`src/rtl/bus_transaction_sequencer_pkg.sv`:
```
// ---------------------------------------------------------------------------
// Packages shared by the bus transaction sequencer.
//   transactionGroup : controlBus transaction codes driven by the cpu32e2
//                      controller output register.
//   busSequencerPkg  : sequencer FSM states, lane count and the byte-enable
//                      mapping for each transaction code.
// No ports (package file).
// ---------------------------------------------------------------------------
package transactionGroup;

  typedef enum logic [3:0] {
    NO_OP       = 4'd0,
    READ        = 4'd1,
    WRITE_BYTE0 = 4'd2,
    WRITE_BYTE1 = 4'd3,
    WRITE_BYTE2 = 4'd4,
    WRITE_BYTE3 = 4'd5,
    WRITE_WORD0 = 4'd6,
    WRITE_WORD1 = 4'd7,
    WRITE_DWORD = 4'd8
  } controlBus;

endpackage

package busSequencerPkg;

  import transactionGroup::*;

  typedef enum logic [1:0] {
    IDLE = 2'd0,
    BUSY = 2'd1,
    DONE = 2'd2
  } states;

  localparam int BYTE_LANES = 4;

  function automatic logic [BYTE_LANES-1:0] byteEnables(input controlBus t);
    logic [BYTE_LANES-1:0] be;
    case (t)
      READ, WRITE_DWORD: be = 4'b1111;
      WRITE_WORD0:       be = 4'b0011;
      WRITE_WORD1:       be = 4'b1100;
      WRITE_BYTE0:       be = 4'b0001;
      WRITE_BYTE1:       be = 4'b0010;
      WRITE_BYTE2:       be = 4'b0100;
      WRITE_BYTE3:       be = 4'b1000;
      default:           be = 4'b0000;
    endcase
    return be;
  endfunction

endpackage

```
`src/rtl/bus_transaction_sequencer_lane_decoder.sv`:
```
// ---------------------------------------------------------------------------
// bus_lane_decoder
// Purely combinational mapping of a transaction code and right-justified
// store data onto the 4-lane bus: byte enables, lane-replicated write data
// and the write flag. The sequencer registers these into its bus outputs.
// Ports:
//   i_transaction  in   controlBus   transaction code
//   i_write_data   in   DATA_WIDTH   store data, right-justified
//   o_byte_enable  out  4            active byte lanes
//   o_write_data   out  DATA_WIDTH   replicated write data (0 for reads)
//   o_write        out  1            1 for any write code
// DATA_WIDTH is fixed at 32 (four byte lanes).
// ---------------------------------------------------------------------------
module bus_lane_decoder
  import transactionGroup::*;
  import busSequencerPkg::*;
#(
  parameter int DATA_WIDTH = 32
) (
  input  controlBus                 i_transaction,
  input  logic [DATA_WIDTH-1:0]     i_write_data,
  output logic [BYTE_LANES-1:0]     o_byte_enable,
  output logic [DATA_WIDTH-1:0]     o_write_data,
  output logic                      o_write
);

  always_comb begin
    o_byte_enable = byteEnables(i_transaction);
    o_write       = (i_transaction != READ) && (i_transaction != NO_OP);
    o_write_data  = '0;
    case (i_transaction)
      WRITE_BYTE0, WRITE_BYTE1, WRITE_BYTE2, WRITE_BYTE3:
        o_write_data = {BYTE_LANES{i_write_data[7:0]}};
      WRITE_WORD0, WRITE_WORD1:
        o_write_data = {(BYTE_LANES/2){i_write_data[15:0]}};
      WRITE_DWORD:
        o_write_data = i_write_data;
      default:
        o_write_data = '0;
    endcase
  end

endmodule

```
`src/rtl/bus_transaction_sequencer.sv`:
```
// ---------------------------------------------------------------------------
// bus_transaction_sequencer
// Runs one controller transaction code at a time on the req/ack memory bus.
// Bus fields are registered on accept and held until busAck; the controller
// is stalled from the accepting IDLE cycle through the final BUSY cycle.
// Optional feature macro: BUS_TIMEOUT_EN -- abort a BUSY phase that sees no
// ack for TIMEOUT_CYCLES cycles, returning readData=0 and a busError pulse.
//
// State table:
//   IDLE | waiting for a non-NO_OP code; accepting it raises stall
//   BUSY | request on the bus, fields frozen, waiting for busAck
//   DONE | single cycle, stall low so the controller advances
//
// Ports:
//   clk, reset_n        clock, async active-low reset
//   transaction         controlBus code from controller
//   address, writeData  byte address and right-justified store data
//   stall               hold controller (combinational)
//   readData            captured read data, valid in DONE
//   busError            timeout abort pulse (0 without BUS_TIMEOUT_EN)
//   busRequest/busWrite/busAddress/busByteEnable/busWriteData  bus request
//   busAck/busReadData  bus response
// ---------------------------------------------------------------------------
module bus_transaction_sequencer
  import transactionGroup::*;
  import busSequencerPkg::*;
#(
  parameter int ADDR_WIDTH     = 32,
  parameter int DATA_WIDTH     = 32,
  parameter int TIMEOUT_CYCLES = 255
) (
  input  logic                   clk,
  input  logic                   reset_n,
  input  controlBus              transaction,
  input  logic [ADDR_WIDTH-1:0]  address,
  input  logic [DATA_WIDTH-1:0]  writeData,
  output logic                   stall,
  output logic [DATA_WIDTH-1:0]  readData,
  output logic                   busError,
  output logic                   busRequest,
  output logic                   busWrite,
  output logic [ADDR_WIDTH-1:0]  busAddress,
  output logic [BYTE_LANES-1:0]  busByteEnable,
  output logic [DATA_WIDTH-1:0]  busWriteData,
  input  logic                   busAck,
  input  logic [DATA_WIDTH-1:0]  busReadData
);

  states                  r_state;
  states                  w_state_next;
  logic                   r_bus_request, w_req_next;
  logic                   r_bus_write,   w_write_next;
  logic [ADDR_WIDTH-1:0]  r_bus_address, w_addr_next;
  logic [BYTE_LANES-1:0]  r_bus_be,      w_be_next;
  logic [DATA_WIDTH-1:0]  r_bus_wdata,   w_wdata_next;
  logic [DATA_WIDTH-1:0]  r_read_data,   w_rdata_next;
  logic                   r_bus_error,   w_err_next;

  logic [BYTE_LANES-1:0]  w_dec_be;
  logic [DATA_WIDTH-1:0]  w_dec_wdata;
  logic                   w_dec_write;

`ifdef BUS_TIMEOUT_EN
  localparam int CNT_W = ($clog2(TIMEOUT_CYCLES + 1) > 8) ? $clog2(TIMEOUT_CYCLES + 1) : 8;
  // Count value seen during the last BUSY cycle allowed before abort.
  localparam logic [CNT_W-1:0] CNT_LAST = CNT_W'(TIMEOUT_CYCLES - 1);
  logic [CNT_W-1:0] r_timeout_cnt, w_cnt_next;
  logic             w_unused;
  assign w_unused = ^address[1:0];
`else
  logic             w_unused;
  assign w_unused = ^{address[1:0], 32'(TIMEOUT_CYCLES)};
`endif

  bus_lane_decoder #(
    .DATA_WIDTH (DATA_WIDTH)
  ) u_lane_decoder (
    .i_transaction (transaction),
    .i_write_data  (writeData),
    .o_byte_enable (w_dec_be),
    .o_write_data  (w_dec_wdata),
    .o_write       (w_dec_write)
  );

  always_ff @(posedge clk or negedge reset_n) begin
    if (!reset_n) begin
      r_state       <= IDLE;
      r_bus_request <= 1'b0;
      r_bus_write   <= 1'b0;
      r_bus_address <= '0;
      r_bus_be      <= '0;
      r_bus_wdata   <= '0;
      r_read_data   <= '0;
      r_bus_error   <= 1'b0;
`ifdef BUS_TIMEOUT_EN
      r_timeout_cnt <= '0;
`endif
    end else begin
      r_state       <= w_state_next;
      r_bus_request <= w_req_next;
      r_bus_write   <= w_write_next;
      r_bus_address <= w_addr_next;
      r_bus_be      <= w_be_next;
      r_bus_wdata   <= w_wdata_next;
      r_read_data   <= w_rdata_next;
      r_bus_error   <= w_err_next;
`ifdef BUS_TIMEOUT_EN
      r_timeout_cnt <= w_cnt_next;
`endif
    end
  end

  always_comb begin
    w_state_next = r_state;
    w_req_next   = r_bus_request;
    w_write_next = r_bus_write;
    w_addr_next  = r_bus_address;
    w_be_next    = r_bus_be;
    w_wdata_next = r_bus_wdata;
    w_rdata_next = r_read_data;
    w_err_next   = 1'b0;
`ifdef BUS_TIMEOUT_EN
    w_cnt_next   = r_timeout_cnt;
`endif
    case (r_state)
      IDLE: begin
        if (transaction != NO_OP) begin
          w_state_next = BUSY;
          w_req_next   = 1'b1;
          w_write_next = w_dec_write;
          w_addr_next  = {address[ADDR_WIDTH-1:2], 2'b00};
          w_be_next    = w_dec_be;
          w_wdata_next = w_dec_wdata;
`ifdef BUS_TIMEOUT_EN
          w_cnt_next   = '0;
`endif
        end
      end
      BUSY: begin
        if (busAck) begin
          // Ack in the terminal timeout cycle still completes normally.
          w_state_next = DONE;
          w_req_next   = 1'b0;
          if (!r_bus_write) w_rdata_next = busReadData;
        end
`ifdef BUS_TIMEOUT_EN
        else if (r_timeout_cnt == CNT_LAST) begin
          w_state_next = DONE;
          w_req_next   = 1'b0;
          w_rdata_next = '0;
          w_err_next   = 1'b1;
        end else begin
          w_cnt_next   = r_timeout_cnt + 1'b1;
        end
`endif
      end
      DONE:    w_state_next = IDLE;
      default: w_state_next = IDLE;
    endcase
  end

  // Gated by reset_n so a held non-NO_OP code cannot stall during reset.
  assign stall = reset_n &&
                 (((r_state == IDLE) && (transaction != NO_OP)) || (r_state == BUSY));

  assign readData      = r_read_data;
  assign busError      = r_bus_error;
  assign busRequest    = r_bus_request;
  assign busWrite      = r_bus_write;
  assign busAddress    = r_bus_address;
  assign busByteEnable = r_bus_be;
  assign busWriteData  = r_bus_wdata;

endmodule

```
`config.mk`:
```
export PLATFORM = sky130hd
export DESIGN_NAME = bus_transaction_sequencer
export DESIGN_NICKNAME = d
export VERILOG_FILES = /design/src/rtl/bus_transaction_sequencer_pkg.sv /design/src/rtl/bus_transaction_sequencer_lane_decoder.sv /design/src/rtl/bus_transaction_sequencer.sv
export SDC_FILE = /design/constraint.sdc
export NUM_CORES = 1
export LEC_CHECK = 0
export CELL_PAD_IN_SITES_DETAIL_PLACEMENT = 0
export CELL_PAD_IN_SITES_GLOBAL_PLACEMENT = 2
export CORE_ASPECT_RATIO = 2
export CORE_MARGIN = 5
export CORE_UTILIZATION = 34
export DETAILED_ROUTE_END_ITERATION = 6
export DONT_BUFFER_PORTS = 1
export PLACE_DENSITY = 0.72
export SKIP_CTS_REPAIR_TIMING = 1
export SLEW_MARGIN = 20
export SYNTH_ARGS = -nofsm -noshare
export SYNTH_HDL_FRONTEND = slang
export SYNTH_SLANG_ARGS = --single-unit
```
`constraint.sdc`:
```
create_clock -name clk -period 1.8 [get_ports clk]
set_input_delay 0.27 -clock clk [delete_from_list [all_inputs] [get_ports clk]]
set_output_delay 0.27 -clock clk [all_outputs]
set_load 0.005 [all_outputs]
```
* Word level (Yosys, flattened, before mapping)
Memories as Yosys holds them, arrays and structs flattened. A register that Yosys moved wholly into a read port is not among the register bits. Index checks and enable logic that the tools add are counted.
Storage, ports and cells: logic and storage cells 40, memories kept 1, register bits 98, ROM bits 64, output and inout port bits 104, input port bits 103
Cells by class: bitwise logic cells 1, muxes and demuxes 7, reduce and logical (&&, ||, !) cells 14, eq/ne operators 11
Memory list:
- (name not given) | depth 16, width 4, rd ports 1, clocked after memory_dff 1, wr ports 0, RTL line bus_transaction_sequencer_pkg.sv:39 | case (t)
Operator list (number):
- $pmux W32 S3 | 1
- $eq A4 B3 Y1 const B | 4
- $eq A4 B2 Y1 const B | 2
- $reduce_and A3 Y1 | 2
- $eq A4 B4 Y1 const B | 1
- $mux W2 | 2
- $ne A4 B1 Y1 const B | 1
- $pmux W2 S2 | 1
- $reduce_and A2 Y1 | 2
- $reduce_bool A4 Y1 | 1
- $reduce_or A4 Y1 | 1
- $logic_and A1 B1 Y1 | 3
- $eq A2 B1 Y1 const B | 1
- $logic_not A2 Y1 | 1
- $mux W1 | 2
- $ne A2 B1 Y1 const B | 1
- $ne A2 B2 Y1 const B | 1
- $pmux W1 S2 | 1
- $reduce_bool A2 Y1 | 1
- $reduce_or A2 Y1 | 1
- $logic_not A1 Y1 | 1
- $logic_or A1 B1 Y1 | 1
- $not A1 Y1 | 1

* Logic depth before layout (Yosys ltp)
word-level depth 4, mapped depth 7, depth with buffers taken out 6

* Cells and area by module
Synthesis repeated with hierarchy kept, for this count alone.
Unflattened totals: cell total of the unflattened synthesis 299, area total of the unflattened synthesis 4476.8 um^2
Modules (own cells, without submodules):
- bus_transaction_sequencer | sequential area each 2552.4 um^2, instances 1, area an instance 3886.2 um^2, cells each 225
- bus_lane_decoder | sequential area each 0.0 um^2, instances 1, area an instance 590.6 um^2, cells each 74

* Least setup slack after synthesis
No wires, ideal clock.
path type input port to flip-flop, start input port transaction[0], end register r_bus_wdata[0], in the netlist busWriteData[0], setup slack 0.208 ns, cell stages on the path 7, path buffers 1, data arrival time 1.471 ns, library setup time 0.121 ns, required time 1.679 ns, cells stage by stage inv_1 -> ha_1 -> and3b_1 -> buf_2 -> o21bai_4 -> o21a_2 -> a22o_1
Between the ends: word-level cells in the longest chain between the ends 3, elaborated cells on any way between the ends 12, those cells by class 7 x eq/ne; 1 x mux; 4 x reduce/logical
RTL lines:
- from (decl) | RTL line bus_transaction_sequencer.sv:34 | input controlBus transaction,
- $eq A4 B2 Y1 or $eq A4 B3 Y1 (tied branches) | RTL line bus_transaction_sequencer_lane_decoder.sv:31 | case (i_transaction)
- $reduce_or A4 Y1 or $reduce_or A2 Y1 (tied branches) | RTL line bus_transaction_sequencer_lane_decoder.sv:31
- $pmux W32 S3 | RTL line bus_transaction_sequencer_lane_decoder.sv:31
- to (signal assigned) | RTL line bus_transaction_sequencer.sv:104 | r_bus_wdata <= w_wdata_next;
- to (decl) | RTL line bus_transaction_sequencer.sv:55 | logic [DATA_WIDTH-1:0] r_bus_wdata, w_wdata_next;
Parallel ways exist; a longest one is shown, timed or not. A chain may end at the register's enable or synchronous reset.

* Worst setup path in the final report
start register r_state[0], end register r_bus_wdata[12], in the netlist busWriteData[12]
Between the ends: word-level cells in the longest chain between the ends 2
RTL lines:
- from (decl) | RTL line bus_transaction_sequencer.sv:49 | states r_state;
- from (signal assigned) | RTL line bus_transaction_sequencer.sv:99 | r_state <= w_state_next;
- $logic_not A2 Y1 | RTL line bus_transaction_sequencer.sv:125 | case (r_state)
- $reduce_and A2 Y1 (no source line)
No other way between the ends.

==> qor.txt <==
vias in the first global route - 3059
synthesized area - 4180 um^2
CP Max Fanout - 46
Worst path slowest cell - dfrtp_1
Worst path max stage delay - 0.45 ns
Layout Cells excl Fill - 530
crit share post-route - 0.900
worst r2r dst - busWriteData[12]
R2R setup slack - 0.18 ns
Least-Margin Pin Slew - 0.786 ns
first-pass GRT wire length - 17700 um
row count - 57
Vias/cell - 5.28
VDD IR-drop max - 899 uV
Hold Crit Class - in2async
largest net degree at the start of global routing - 104
Period minus WS final - 1.62 ns
I/O Buffers - 0
die area - 14800 um^2
WP buf/inv - 1
ANT nets after route - 0
I/O Pins - 207
RSZ-0062 raised after global routing - no
CTS buffer count - 9
Yosys reg bits - 102
total wire length - 11500 um
Worst-Skew Late Latency - 0.34 ns
CP delay by family, top - compound AO/OA/AOI/OAI gates
Vias - 2796
clk root buf - clkbuf_16
clk_skew - 0.00864 ns
WS Path Type - reg2reg
critical path cell sequence - a211o_2 > buf_12 > a221oi_1 > nor2_1
post-route setup TNS - 0 ns
result of the run - complete, but fails checks
routed wire length per instance - 21.8 um
grt ovf - 0
DIE WIDTH - 88.4 um
H-tree levels - 3
CTS tree - built
cell count after synthesis - 377
Setup WS post-layout - 0.180 ns
most frequent cells in the layout - 105 x nand2_1, 102 x dfrtp_1, 40 x nor2_1, 32 x mux2_2, 18 x a221oi_1
FMAX - 0.617 GHz
PD cells - 1780 nW/um^2
initial antenna violation count - 0
final setup violation count - 0
Synth-to-Final Area Change - 13.0%
n_diodes - 0
register area share after synthesis - 0.610
cell taking the most area after synthesis - dfrtp_1
failing checks - hold timing
Total GRT Usage - 0.158
share of the synthesized area in the top cell type - 0.610
die height - 167 um
total core area - 12100 um^2
leak pwr - 0.00223 uW
dominant cells by area after synthesis - dfrtp_1 61%, nand2_1 9.4%, mux2_2 8.6%, a221oi_1 3.8%, nor2_1 3.7%
hpwl dp - 8740 um
Worst EP required - 2.02 ns
syn_area_per_cell - 11.1 um^2
Post-layout nets - 486
drt pass-1 iters - 5
Starting Density - 0.345
clk sinks - 102
final hold slack - -0.384 ns
Worst Setup Start Kind - flop
commonest non-fill, non-tap cell in the layout - nand2_1
GPL Wtd Cong - 0.762
Max clock buf depth - 2
layout cell share with drive strength beyond 1 - 0.175
final hold violations - 102
Final Max Tran Viols - 0
Initial DRC Count - 156
Setup Slack @ Placement - -0.0704 ns
synth unique cells - 32
max cap viols - 0
DRC viols - 0
r2r startpoint - r_state[0]
max_slew headroom - 0.476
Crit. End Element - flop
WP data arrival - 1.84 ns
R2R cell count - 4
synth warn - 0
DP Cell Count - 514
Worst-path clk slew - 0.08 ns
==> worst register-to-register path, stage by stage (launching register included) <==
cell,delay (ns)
dfrtp_1,0.45
a211o_2,0.45
buf_12,0.22
a221oi_1,0.32
nor2_1,0.07
==> per-layer routing <==
| layer | track usage | vias up | share of wire |
|---|---|---|---|
| li1 | - | 1285 | - |
| met1 | 0.162 | 1347 | 0.32 |
| met2 | 0.293 | 151 | 0.56 |
| met3 | 0.0465 | 13 | 0.10 |
| met4 | 0.0572 | 0 | 0.020 |
| met5 | 0 | - | 0 |
==> flip-flops by register name, summed over array words and instances, names as in the netlist <==
register	cells
busWriteData	32
readData	32
busAddress	30
busByteEnable	4
r_state	2
busRequest	1
busWrite	1
==> kinds of logic after synthesis <==
kind of cell,synth area share
compound gates,0.111
fa+ha+maj,0.0150
buf+inv,0.0311
flops,0.610
mux,0.0886
other cells,0.000897
simple gates,0.143
==> cell usage after synthesis <==
master / n
a22o_1: 8
o21ai_0: 9
dfrtp_1: 102
o21bai_1: 1
conb_1: 1
nor2_1: 41
o21ai_1: 4
a211o_1: 1
ha_1: 5
buf_2: 17
mux2i_1: 1
inv_1: 3
nor2b_1: 1
nand2b_1: 2
nor2_2: 1
clkbuf_1: 3
a31oi_1: 1
a21oi_2: 1
a211oi_2: 1
o21bai_4: 1
o21a_2: 1
nand3b_1: 1
nand2_1: 105
and3b_1: 1
a221oi_1: 18
buf_4: 3
a21oi_1: 1
mux2_2: 32
o21ai_2: 1
a222oi_1: 8
nor3b_1: 1
a211oi_1: 1
==> metrics by stage <==
stage,util,instance area [um^2],hold WS [ns],power (uW)
2_1_floorplan,-,4190,-0.0256,5550
3_3_place_gp,0.364,4410,-0.0231,6430
3_5_place_dp,0.364,4410,-0.0231,6530
4_1_cts,0.390,4730,-0.399,8610
5_1_grt,0.390,4730,-0.406,9060
6_report,0.390,4730,-0.384,8400
==> power breakdown <==
part | switching, uW | leakage [uW] | total, uW | internal, uW
sequential | 892 | 0.00128 | 4210 | 3320
combinational | 1140 | 0.000794 | 2140 | 995
clock | 909 | 0.000153 | 2050 | 1140
total | 2940 | 0.00223 | 8400 | 5460
==> how the worst max path moves through the flow <==
stage	startpoint	endpoint	slack, ns	cells past startpoint
final	r_state[0]	busWriteData[12]	0.18	4
after CTS	r_state[0]	busWriteData[12]	0.18	4
after detailed placement	transaction[0]	busWriteData[25]	-0.07	6
after global placement	transaction[0]	busWriteData[28]	-0.003	6
after global routing	r_state[0]	busWriteData[14]	0.08	4
after floorplan	transaction[0]	busWriteData[0]	0.21	7
==> final cells by class <==
| cell class | count | area [um^2] |
|---|---|---|
| flip-flops and latches | 102 | 2550 |
| well taps | 147 | 184 |
| multi-input cells | 251 | 1520 |
| fillers | 1212 | 7400 |
| inverters | 3 | 11.3 |
| clock buffers | 10 | 239 |
| clock inverters | 6 | 77.6 |
| repair buffers | 11 | 145 |
No activity file was read; power rests on OpenSTA's default activity.
